## src/rtl/seq_divider.sv

```systemverilog
`default_nettype none
// ============================================================================
//  Module   : seq_divider
//  Purpose  : Multi-cycle unsigned restoring divider. Computes the quotient
//             and remainder of two DATA_WIDTH-bit operands, one
//             subtract-and-shift step per clock, behind a START/BUSY/DONE
//             handshake so that several controllers can share one
//             subtract chain.
//  Revision : 1.0  initial release
// ----------------------------------------------------------------------------
//  Ports
//    clk    in   1           clock, all state changes on the rising edge
//    rst    in   1           asynchronous, active-high reset
//    start  in   1           request; sampled only while busy is low
//    a      in   DATA_WIDTH  dividend, latched when start is accepted
//    b      in   DATA_WIDTH  divisor, latched when start is accepted
//    busy   out  1           division in progress; start is ignored
//    done   out  1           one-cycle pulse, q/r/dz valid
//    q      out  DATA_WIDTH  quotient, held until the next result
//    r      out  DATA_WIDTH  remainder, held until the next result
//    dz     out  1           divide-by-zero flag for the last result
// ============================================================================
module seq_divider #(
  parameter int DATA_WIDTH = 8
) (
  input  logic                  clk,
  input  logic                  rst,
  input  logic                  start,
  input  logic [DATA_WIDTH-1:0] a,
  input  logic [DATA_WIDTH-1:0] b,
  output logic                  busy,
  output logic                  done,
  output logic [DATA_WIDTH-1:0] q,
  output logic [DATA_WIDTH-1:0] r,
  output logic                  dz
);

  localparam int             STEP_W    = (DATA_WIDTH > 2) ? $clog2(DATA_WIDTH) : 1;
  localparam logic [STEP_W-1:0] LAST_STEP = STEP_W'(DATA_WIDTH - 1);

  localparam logic [1:0] IDLE = 2'd0;
  localparam logic [1:0] CALC = 2'd1;
  localparam logic [1:0] FIN  = 2'd2;

  logic [1:0]            state;
  logic [STEP_W-1:0]     step;
  // Dividend shift register. Dividend bits leave at the top while quotient
  // bits enter at the bottom, so after DATA_WIDTH steps it holds the quotient.
  logic [DATA_WIDTH-1:0] dvd;
  logic [DATA_WIDTH-1:0] dsr;
  // Partial remainder between steps. It is always below the divisor, so
  // DATA_WIDTH bits suffice; the extra bit only exists after the shift.
  logic [DATA_WIDTH-1:0] rem;

  logic [DATA_WIDTH:0]   shifted;
  logic [DATA_WIDTH-1:0] diff;
  logic [DATA_WIDTH:0]   borrow;
  logic                  no_borrow;
  logic [DATA_WIDTH-1:0] rem_next;
  logic                  dsr_zero;
  logic                  accept;

  // {P, next dividend bit}
  assign shifted = {rem, dvd[DATA_WIDTH-1]};

  // Ripple borrow chain for shifted - {0, dsr}. Only the low DATA_WIDTH
  // difference bits are kept; the top position just resolves the final
  // borrow against the zero-extended divisor.
  assign borrow[0] = 1'b0;
  generate
    for (genvar i = 0; i < DATA_WIDTH; i++) begin : g_borrow
      assign diff[i]       = shifted[i] ^ dsr[i] ^ borrow[i];
      assign borrow[i + 1] = (~shifted[i] & dsr[i]) |
                             (~(shifted[i] ^ dsr[i]) & borrow[i]);
    end
  endgenerate

  // Top bit of the divisor operand is 0: the subtraction borrows out only
  // when shifted[DATA_WIDTH] is 0 and a borrow arrives from below.
  assign no_borrow = shifted[DATA_WIDTH] | ~borrow[DATA_WIDTH];

  // Restoring step: keep the difference when it fits, else keep P. When the
  // difference is kept it is below the divisor, so its top bit is zero.
  assign rem_next = no_borrow ? diff : shifted[DATA_WIDTH-1:0];

  assign dsr_zero = (dsr == '0);

  // New work is accepted both in IDLE and in FIN, giving back-to-back issue.
  assign accept = start & ((state == IDLE) | (state == FIN));

  always_ff @(posedge clk or posedge rst) begin
    if (rst) begin
      state <= IDLE;
      step  <= '0;
      dvd   <= '0;
      dsr   <= '0;
      rem   <= '0;
      busy  <= 1'b0;
      done  <= 1'b0;
      q     <= '0;
      r     <= '0;
      dz    <= 1'b0;
    end else begin
      done <= 1'b0;
      if (accept) begin
        dvd   <= a;
        dsr   <= b;
        rem   <= '0;
        step  <= '0;
        busy  <= 1'b1;
        state <= CALC;
      end else begin
        case (state)
          CALC: begin
            if (dsr_zero) begin
              // One busy cycle, then report the divide-by-zero result.
              // dvd has not been shifted, so it still holds the dividend.
              state <= FIN;
              busy  <= 1'b0;
              done  <= 1'b1;
              q     <= '1;
              r     <= dvd;
              dz    <= 1'b1;
            end else begin
              rem  <= rem_next;
              dvd  <= {dvd[DATA_WIDTH-2:0], no_borrow};
              step <= step + STEP_W'(1);
              if (step == LAST_STEP) begin
                // Results are captured from the final step's combinational
                // values so they appear together with done.
                state <= FIN;
                busy  <= 1'b0;
                done  <= 1'b1;
                q     <= {dvd[DATA_WIDTH-2:0], no_borrow};
                r     <= rem_next;
                dz    <= 1'b0;
              end
            end
          end
          FIN: begin
            state <= IDLE;
          end
          default: begin
            state <= IDLE;
          end
        endcase
      end
    end
  end

endmodule
`default_nettype wire

```

## config.mk

```make
export PLATFORM = sky130hd
export DESIGN_NAME = seq_divider
export DESIGN_NICKNAME = d
export VERILOG_FILES = /design/src/rtl/seq_divider.sv
export SDC_FILE = /design/constraint.sdc
export NUM_CORES = 1
export LEC_CHECK = 0
export CAP_MARGIN = 20
export CELL_PAD_IN_SITES_DETAIL_PLACEMENT = 0
export CELL_PAD_IN_SITES_GLOBAL_PLACEMENT = 2
export CORE_MARGIN = 2
export CORE_UTILIZATION = 31
export CTS_CLUSTER_SIZE = 20
export DETAILED_ROUTE_END_ITERATION = 10
export GPL_TIMING_DRIVEN = 0
export PLACE_DENSITY_LB_ADDON = 0.1
export SYNTH_ARGS = -nofsm -noshare
export SYNTH_HDL_FRONTEND = slang
export SYNTH_SLANG_ARGS = --single-unit
```

## constraint.sdc

```tcl
create_clock -name clk -period 3.95 [get_ports clk]
set_input_delay 0.5925 -clock clk [delete_from_list [all_inputs] [get_ports clk]]
set_output_delay 0.5925 -clock clk [all_outputs]
set_load 0.05 [all_outputs]
```

==> impl_metrics.csv <==
group,metric,value,unit
grt,globalRouteTotalUtil,15.0,%
outcome,status,"complete, but fails checks",
yosys,synth-seq-cells,48,
timing,rsz0062_at_grt,"yes",
worst_setup_path,r2r_start,"dvd[7]",
yosys,yosys_warnings,0,
floorplan,ios,38,
detailed_routing,drtIter0Drc,62,
worst_setup_path,r2r_cells,16,
floorplan,start_util,32.1,%
job,drv_cap,0,
detailed_routing,wire_per_inst,16.0,um
yosys,ys_types,25,
floorplan,die_w,90.8,um
timing,setup_violations,5,
placement,dp.final_hpwl,4.17,mm
clock_network,clk_pin_slew,0.09,ns
timing,drv_slew,0,
timing,clock.fmax,0.248,GHz
yosys,yosys-top-cells-area,"dfrtp_1, nand2_1, mux2_2",
yosys,synth_top_area_share,51.4,%
grt,grt_pass1_vias,1844,
yosys,synth-edff-count,0,
worst_setup_path,worstPathMaxFanout,6,
clock_network,cts.htree.levels,2,
clock_network,cts_sinks,48,
yosys,synth.most_common_cell,"dfrtp_1",
timing,timing.hold.ws,0.513,ns
cells_and_area,layout-drive-gt1-share,20.8,%
clock_network,clk_latency,0.30,ns
detailed_routing,via_per_inst,4.70,
clock_network,cts_buffers,5,
timing,max_slew_margin,58.9,%
worst_setup_path,cp-startpoint,"dvd[7]",
clock_network,cts_root_buffer,"clkbuf_8",
grt,grt_overflow,0,
floorplan,fp.dieArea,8250,um2
detailed_routing,firstDrtPassIters,4,
yosys,syn_inst,212,
hold_path,hp-class,"reg2reg",
yosys,synthFlopType,"dfrtp_1",
detailed_routing,antenna_left,0,
outcome,violations,"negative setup slack",
yosys,yosysTopAreaCell,"dfrtp_1",
worst_setup_path,critPathRequiredTime,4.14,ns
floorplan,placementRows,31,
timing,timing.final.ws_setup,-0.0745,ns
floorplan,fp.dieH,90.8,um
cells_and_area,diodes,0,
yosys,syn_area,2340,um2
timing,finalHoldViolCount,0,
yosys,synth_commonest_cells,"dfrtp_1, nand2_1, a21oi_1, inv_1, mux2_2",
cells_and_area,final_net_count,288,
cells_and_area,area_growth,30.6,%
yosys,syn_area_per_cell,11.0,um2
worst_setup_path,critPathLaunchType,"register",
grt,antenna_found_initial,0,
worst_setup_path,crit_end,"r[3]",
timing,period_needed,4.02,ns
worst_setup_path,cp.arrival,4.22,ns
yosys,yosysSeqAreaShare,51.4,%
grt,grt_pass1_wl,9.63,mm
detailed_routing,routed_wl,5.73,mm
timing,tightest_slew,0.616,ns
detailed_routing,num_vias,1681,
clock_network,cts_buffer_depth,2,
placement,portBuffers,37,
floorplan,coreArea,7290,um2
worst_setup_path,ff2ff_setup_slack,-0.07,ns
timing,skew,0.00551,ns
clock_network,cts_tree,"built",
grt,grt_max_degree,32,
yosys,async_reset_ff_share,100,%
placement,gp_congestion,0.729,
hold_path,min_from,"r[0]",
timing,period_share,102,%
worst_setup_path,r2r-end,"r[3]",
yosys,syn_nets,241,
detailed_routing,drc_errors,0,
worst_setup_path,critPathCaptureType,"register",
worst_setup_path,critical_path_class,"reg2reg",
critical path, stage by stage, from the launching register on:
cell	delay (ns)
dfrtp_1	0.41
inv_2	0.09
ha_4	0.13
inv_2	0.03
fa_2	0.33
fa_2	0.34
fa_2	0.34
fa_2	0.35
fa_2	0.35
inv_2	0.06
fa_2	0.18
fa_2	0.19
nor2b_4	0.15
buf_8	0.13
mux2_4	0.31
mux2_4	0.27
mux2_4	0.25
layout make-up:
class                   instances  area [um2]
fillers                       742        4240
flip-flops and latches         48        1200
multi-input cells             140        1110
repair buffers                 40         405
well taps                      99         124
clock buffers                   7        96.3
plain buffers                  11        63.8
inverters                      13        48.8
routing by layer:
layer,vias up,GRT usage (%),part of all wire [%]
li1,800,-,-
met1,853,20.8,49
met2,26,23.4,47
met3,2,3.92,3.4
met4,0,3.41,0.66
met5,-,0,0
state kept, by name, summed over array words and instances (netlist names):
signal  flops
state       2
dsr         8
r           8
dvd         8
busy        1
dz          1
step        3
rem         8
q           8
done        1
layout by cell type, fill, tap and decap left out, drive strengths merged:
cell type / count
dfrtp: 48
nand2: 42
clkdlybuf4s50: 37
mux2: 21
a21oi: 17
inv: 13
clkbuf: 13
o21ai: 11
nor2: 9
nand3: 8
o22a: 8
buf: 8
fa: 7
nand2b: 3
mux2i: 3
ha: 3
nor4: 2
o31ai: 2
nor2b: 2
a21o: 1
xnor2: 1
worst min path at each step:
stage               to  slack [ns]  depth (start not counted)
2_1_floorplan  step[1]        0.47                          2
3_3_place_gp   step[1]        0.49                          2
3_5_place_dp      r[4]        0.50                          1
4_1_cts           r[0]        0.52                          1
5_1_grt           r[3]        0.54                          1
6_report          r[0]        0.51                          1
cell families (layout without fill, tap and decap cells):
family	Yosys count	in the layout	share of synthesized area [%]
AO/OA/AOI/OAI	39	39	10.4
XOR/XNOR	1	1	0.375
adder cells (fa/ha/maj)	10	10	7.60
buffers and inverters	24	71	4.34
flip-flops	48	48	51.4
multiplexers	24	24	12.7
AND/OR/NAND/NOR	66	66	13.2
metrics by stage:
stage	util (%)	setup slack [ns]	instance area, um2	setup TNS (ns)	cells
final	41.9	-0.0745	3050	-0.316	358
after global routing	41.9	-0.164	3050	-0.922	358
after CTS	41.8	-0.119	3050	-0.567	358
after detailed placement	39.4	-0.261	2880	-1.20	349
after global placement	39.2	-0.223	2860	-0.984	348
after floorplan	-	-0.0200	2360	-0.0800	212
what timing repair did:
item | in CTS | in global routing
buffers inserted | 2 | 0
endpoints found under the setup margin | 7 | 7
hold buffers | 0 | 0
gates cloned | 0 | 0
resized for setup | 18 | 1
Power is left out: the tool's default activity adds up to more than one toggle a clock period on the data nets, which glitch-free logic cannot reach.
